[config.mk]
export PLATFORM = sky130hd
export DESIGN_NAME = wb_arb_2to1
export DESIGN_NICKNAME = d
export VERILOG_FILES = /design/src/rtl/wb_arb_2to1.sv
export SDC_FILE = /design/constraint.sdc
export NUM_CORES = 1
export LEC_CHECK = 0
export CORE_AREA = 10 10 115 117
export DETAILED_ROUTE_END_ITERATION = 7
export DIE_AREA = 0 0 125 127
export HOLD_SLACK_MARGIN = 0.05
export PLACE_DENSITY = 0.65
export RECOVER_POWER = 100
export SETUP_SLACK_MARGIN = 0.02
export SLEW_MARGIN = 20
export SYNTH_ARGS = -nofsm -noshare
export SYNTH_HDL_FRONTEND = slang
export SYNTH_SLANG_ARGS = --single-unit
[constraint.sdc]
create_clock -name wb_clk_i -period 2.5 [get_ports wb_clk_i]
set_input_delay 0.5 -clock wb_clk_i [delete_from_list [all_inputs] [get_ports wb_clk_i]]
set_output_delay 0.5 -clock wb_clk_i [all_outputs]
set_load 0.02 [all_outputs]
[src/rtl/wb_arb_2to1.sv]
// wb_arb_2to1: two-master / one-slave Wishbone classic arbiter.
// m0 is the instruction-fetch master and m1 is the data master. They share one slave bus.
// The grant is registered, and masters take turns (round-robin) when they request together.
// The owning master keeps the bus until it drops cyc.
// A bus-timeout counter stops a hung slave from locking up the granted master.
module wb_arb_2to1 #(
  parameter int AW      = 32,
  parameter int DW      = 32,
  parameter int TIMEOUT = 255
) (
  input  logic            wb_clk_i,
  input  logic            wb_rst_i,
  // master 0 (instruction fetch)
  input  logic [AW-1:0]   m0_adr_i,
  input  logic [DW-1:0]   m0_dat_i,
  output logic [DW-1:0]   m0_dat_o,
  input  logic            m0_we_i,
  input  logic [DW/8-1:0] m0_sel_i,
  input  logic            m0_stb_i,
  input  logic            m0_cyc_i,
  output logic            m0_ack_o,
  output logic            m0_err_o,
  // master 1 (data)
  input  logic [AW-1:0]   m1_adr_i,
  input  logic [DW-1:0]   m1_dat_i,
  output logic [DW-1:0]   m1_dat_o,
  input  logic            m1_we_i,
  input  logic [DW/8-1:0] m1_sel_i,
  input  logic            m1_stb_i,
  input  logic            m1_cyc_i,
  output logic            m1_ack_o,
  output logic            m1_err_o,
  // shared slave bus
  output logic [AW-1:0]   s_adr_o,
  output logic [DW-1:0]   s_dat_o,
  output logic            s_we_o,
  output logic [DW/8-1:0] s_sel_o,
  output logic            s_stb_o,
  output logic            s_cyc_o,
  input  logic [DW-1:0]   s_dat_i,
  input  logic            s_ack_i
);

  localparam int CW        = (TIMEOUT > 0) ? $clog2(TIMEOUT + 1) : 1;
  localparam int TO_LAST_I = (TIMEOUT > 0) ? TIMEOUT - 1 : 0;
  localparam logic [CW-1:0] TO_LAST = TO_LAST_I[CW-1:0];

  localparam logic [1:0] IDLE = 2'd0;
  localparam logic [1:0] GNT0 = 2'd1;
  localparam logic [1:0] GNT1 = 2'd2;

  logic [1:0]    state_q, state_d;
  logic          last_q,  last_d;   // master that owned the bus most recently
  logic [CW-1:0] cnt_q,   cnt_d;
  logic          gnt0, gnt1;
  logic          to_hit;

  assign gnt0 = (state_q == GNT0);
  assign gnt1 = (state_q == GNT1);

  // Next grant. Every hand-over goes through IDLE, so ownership never passes directly between masters.
  always_comb begin
    state_d = state_q;
    last_d  = last_q;
    case (state_q)
      IDLE: begin
        if (m0_cyc_i && m1_cyc_i) state_d = last_q ? GNT0 : GNT1;
        else if (m0_cyc_i)        state_d = GNT0;
        else if (m1_cyc_i)        state_d = GNT1;
      end
      GNT0: begin
        if (!m0_cyc_i) begin
          state_d = IDLE;
          last_d  = 1'b0;
        end
      end
      GNT1: begin
        if (!m1_cyc_i) begin
          state_d = IDLE;
          last_d  = 1'b1;
        end
      end
      default: state_d = IDLE;
    endcase
  end

  // Request mux. The slave sees only the owner's signals; in IDLE the slave bus is quiet.
  always_comb begin
    s_adr_o = '0;
    s_dat_o = '0;
    s_we_o  = 1'b0;
    s_sel_o = '0;
    s_stb_o = 1'b0;
    s_cyc_o = 1'b0;
    if (gnt0) begin
      s_adr_o = m0_adr_i;
      s_dat_o = m0_dat_i;
      s_we_o  = m0_we_i;
      s_sel_o = m0_sel_i;
      s_stb_o = m0_stb_i;
      s_cyc_o = m0_cyc_i;
    end else if (gnt1) begin
      s_adr_o = m1_adr_i;
      s_dat_o = m1_dat_i;
      s_we_o  = m1_we_i;
      s_sel_o = m1_sel_i;
      s_stb_o = m1_stb_i;
      s_cyc_o = m1_cyc_i;
    end
  end

  // The timeout fires on the last waiting cycle. An ack in that same cycle wins, because to_hit needs !s_ack_i.
  assign to_hit = (TIMEOUT != 0) && s_stb_o && !s_ack_i && (cnt_q == TO_LAST);

  // Wait counter: counts strobe cycles that get no ack; cleared by an ack, by IDLE or by an error.
  always_comb begin
    cnt_d = cnt_q;
    if (TIMEOUT == 0)                          cnt_d = '0;
    else if (state_q == IDLE || s_ack_i || to_hit) cnt_d = '0;
    else if (s_stb_o)                          cnt_d = cnt_q + CW'(1);
  end

  // Response routing. Only the owner sees ack, err or read data; an ack arriving in IDLE goes nowhere.
  always_comb begin
    m0_ack_o = s_ack_i & gnt0;
    m1_ack_o = s_ack_i & gnt1;
    m0_err_o = to_hit & gnt0;
    m1_err_o = to_hit & gnt1;
    m0_dat_o = gnt0 ? s_dat_i : '0;
    m1_dat_o = gnt1 ? s_dat_i : '0;
  end

  // Grant, round-robin pointer and timeout counter. Reset abandons any transfer in flight.
  always_ff @(posedge wb_clk_i or posedge wb_rst_i) begin
    if (wb_rst_i) begin
      state_q <= IDLE;
      last_q  <= 1'b1;
      cnt_q   <= '0;
    end else begin
      state_q <= state_d;
      last_q  <= last_d;
      cnt_q   <= cnt_d;
    end
  end

endmodule

# Yosys cells after proc, flatten, opt, wreduce, memory -nomap -nowiden
# Index checks and enable logic that the tools add are counted.
word_totals:
  input_bits: 177
  regBits: 11
  elab_cells: 51
  output_inout_bits: 139
op_classes:
  muxes: 26
  addsub: 1
  reduce_logical: 11
  eq_ne: 6
  n_bitwise: 4
ops:
  columns: ["cell", "n"]
  rows:
  - ["$mux 32", 6]
  - ["$mux 8", 2]
  - ["$mux 2", 6]
  - ["$add 8x1->8 const B", 1]
  - ["$eq 8x8->1 const B", 1]
  - ["$mux 1", 8]
  - ["$mux 4", 2]
  - ["$pmux 2 s3", 1]
  - ["$reduce_and 3->1", 2]
  - ["$and 1x1->1", 4]
  - ["$ne 2x2->1 const B", 2]
  - ["$ne 4x4->1 const B", 1]
  - ["$reduce_bool 2->1", 2]
  - ["$logic_and 1x1->1", 3]
  - ["$eq 2x1->1 const B", 1]
  - ["$eq 2x2->1 const B", 1]
  - ["$logic_not 2->1", 1]
  - ["$logic_or 1x1->1", 2]
  - ["$pmux 1 s2", 1]
  - ["$logic_not 1->1", 1]

# Logic depth before layout (Yosys ltp)
logic_depth:
  depth_word: 7
  depth_mapped: 7
  ltp_nobuf: 6

# Worst setup path before layout
# OpenSTA, ideal clock, no wires.
synth_path:
  kind: "register to output"
  start: "register state_q[1]"
  end: "output s_adr_o[10]"
  arrival_time_ps: 1374
  path_stages_with_launch: 7
  setup_slack_ps: 626
  path_buffers: 4
  path_cell_list: "dfrtp_1 buf_6 nor2b_2 buf_6 buf_2 buf_2 a22o_1"
synth_via:
  elab_chain_len: 3
synth_rtl:
  columns: ["item", "line", "source"]
  rows:
  - ["from (decl)", "52", "logic [1:0] state_q, state_d;"]
  - ["from (signal assigned)", "140", "state_q <= state_d;"]
  - ["$eq 2x2->1", "59", "assign gnt1 = (state_q == GNT1);"]
  - ["$mux 32", "102", "end else if (gnt1) begin"]
  - ["$mux 32 (*)", "95", "if (gnt0) begin"]
  - ["to (decl)", "34", "output logic [AW-1:0] s_adr_o,"]
# Every way passes the cells marked *; elsewhere a longest branch is shown, timed or not.

# Final worst setup path
layout_path:
  start: "input s_ack_i"
  end: "output m1_ack_o"
layout_via:
  elab_chain_len: 1
layout_rtl:
  columns: ["item", "line", "source"]
  rows:
  - ["from (decl)", "41", "input logic s_ack_i"]
  - ["$and 1x1->1", "126", "m1_ack_o = s_ack_i & gnt1;"]
  - ["to (decl)", "31", "output logic m1_ack_o,"]
# Every way passes these cells.

==> results.tsv <==
metric	value	unit
synth_commonest_cells	a22o_1 (70), and2_1 (66), buf_2 (12), clkbuf_1 (10), dfrtp_1 (10)	
grt_overflow	0	
routedWlPerCell	22.13	um
yosysTopAreaCell	a22o_1	
p_int	1.125	mW
synth_top_cell_area_share	0.3352	
crit_path_max_fanout	7	
fmax	411.2	MHz
syn-num-nets	411	
leakage	2.028	nW
synth-main-ff-cell	dfrtp_1	
grt_max_degree	56	
dieArea	15880	sq um
drive_above_1_share	0.04991	
finalSetupViolations	0	
cts_tree	yes	
cts.sinks	11	
ys_seq_area_frac	0.1512	
hold_violations	0	
comb_power_share	0.751	
clk_path_buf_depth	2	
cp-end-kind	primary output	
post-route-min-period	2432	ps
synth_area_per_cell	7.885	sq um
ys_ff_latch	11	
drt_first_pass_iters	4	
netlist_area	1829	sq um
worst_r2r_path_depth	6	
drt_wl_total	15.14	mm
peakVddDrop	0.2079	mV
synth_warnings	0	
crit_end	m1_ack_o	
max_cap_violations	0	
worst_slew_pin_slew	646.4	ps
clk_latency	240	ps
gp_congestion	0.9035	
maxSlewHeadroom	0.5645	
grt_pass1_wl	21.65	mm
nNetsFinal	721	
drv_slew	0	
htreeDepth	1	
async_flop_share	1.000	
rsz0062_at_grt	false	
p_switching	863.4	uW
rr_startpoint	state_q[1]	
final_util	0.4440	
synth.most_common_cell	a22o_1	
die_w	125	um
synth.distinct_cells	40	
cts.reportedPaths.clkPinSlew	40	ps
r2r_end	cnt_q[6]	
row_count	39	
seqPwrFrac	0.102	
clock_skew	3.609	ps
cts_buffers	3	
core	11130	sq um
via_per_inst	4.670	
fin_area	4940	sq um
areaGrowthSynthToFinish	170.0	%
die_h	127	um
worst_hold_path_type	flip-flop to flip-flop	
drc	0	
dp_hpwl	13.14	mm
grtUsageTotal	0.1711	
switching_share	0.4343	
final.period_utilization	0.9727	
setup_slack	68.17	ps
crit_path_start	s_ack_i	
postRouteAntennaNets	0	
ctsRootBufferMaster	clkbuf_16	
pin_count	316	
crit_required	2000	ps
reg2reg_setup_slack	660	ps
antenna_found_initial	1	
pre_cts_ws	-106.7	ps
hold_ws	528.2	ps
synth_area_leaders	a22o_1 (34%), and2_1 (23%), dfrtp_1 (14%), buf_2 (3.3%), clkbuf_1 (2.1%)	
clkPwrFrac	0.146	
grt_pass1_vias	3384	
start_util	0.1644	
critPathKind	primary input to primary output	
synth_edf_count	0	
first_iter_violations	121	
crit_arrival	1930	ps
synthCells	232	
n_antenna_cell	0	
vias	3194	
power_density	402.5	nW/um^2
postCtsSetupBuffers	0	
status	finished clean	
portBuffers	315	
start_kind	primary input	
post_dp_cell_area	5185	sq um
-- registers in the layout, indices dropped and copies added (netlist names) --
signal / count
last_q: 1
cnt_q: 8
state_q: 2
-- worst min-delay path by stage --
| stage | start | endpoint | slack, ps | cells past startpoint |
|---|---|---|---|---|
| final | last_q | last_q | 530 | 2 |
| after global routing | cnt_q[7] | cnt_q[7] | 570 | 1 |
| after CTS | last_q | last_q | 520 | 2 |
| after detailed placement | last_q | last_q | 520 | 2 |
| after global placement | last_q | last_q | 510 | 2 |
| after floorplan | wb_rst_i | cnt_q[0] | 350 | 1 |
-- layer usage --
layer	routed length [um]	part of all wire	up-vias	GRT usage
li1	-	-	1487	-
met1	5418	0.36	1484	0.1747
met2	7738	0.51	218	0.3184
met3	1904	0.13	5	0.08065
met4	75	0.0050	0	0.02304
met5	0	0	-	0
-- timing repair --
item / 4_1_cts / 5_1_grt
pin swaps: 0 / 0
endpoints found under the setup margin: 22 / 44
hold buffers: 0 / 0
resized for setup: 22 / 44
endpoints found under the hold margin: 0 / 0
-- layout by cell type, fill, tap and decap left out, drive strengths merged, types with 2 or more instances in the layout --
master,Yosys,final
a22o,70,70
a21oi,6,6
o31ai,2,2
inv,4,4
a211oi,2,2
and3,2,2
clkdlybuf4s50,0,240
nor2,6,6
or4,2,2
buf,14,15
a21o,2,2
xnor2,2,2
nand2,4,4
ha,2,2
or3,2,2
clkbuf,10,53
dlygate4sd2,0,22
o21ai,3,3
nand2b,2,2
nand3,3,3
dlygate4sd3,0,2
and2,66,66
nor2b,4,4
dfrtp,10,10
-- cells by family (layout without fill, tap and decap cells) --
family,Yosys count,in the layout,synth area share
simple gates,98,98,0.3311
fa+ha+maj,2,2,0.01368
compound gates,90,90,0.4159
xor+xnor,3,3,0.01437
flops,11,11,0.1512
buf+inv,28,337,0.07387
-- worst max-delay path, cell delays in order --
cell and delay, ps:
clkdlybuf4s50_1 500, buf_4 160, and2_1 150, clkdlybuf4s50_1 620
-- through the flow --
step	cells	setup TNS [ps]	power, mW
after global routing	684	0	2.101
after detailed placement	680	-257.0	1.873
after global placement	680	-224.1	1.864
after CTS	684	0	2.140
final	684	0	1.988
after floorplan	232	0	0.9342
-- power by group through the flow --
stage               registers, mW  clock network [mW]  logic [mW]
floorplan                   0.205                   0       0.729
detailed placement          0.205                   0        1.67
CTS                         0.203               0.299        1.64
finish                      0.203               0.291        1.49
global route                0.206               0.309        1.59
global placement            0.205                   0        1.66
-- cell type report --
cell class / instances / area [sq um]
fill: 1177 / 6186
timing repair buffer: 329 / 2969
multi-input combinational: 193 / 1420
sequential: 11 / 276.5
tap: 143 / 178.9
clock buffer: 3 / 75.07
inverter: 4 / 15.01
clock inverter: 1 / 5.005
No activity file was read; power rests on OpenSTA's default activity.
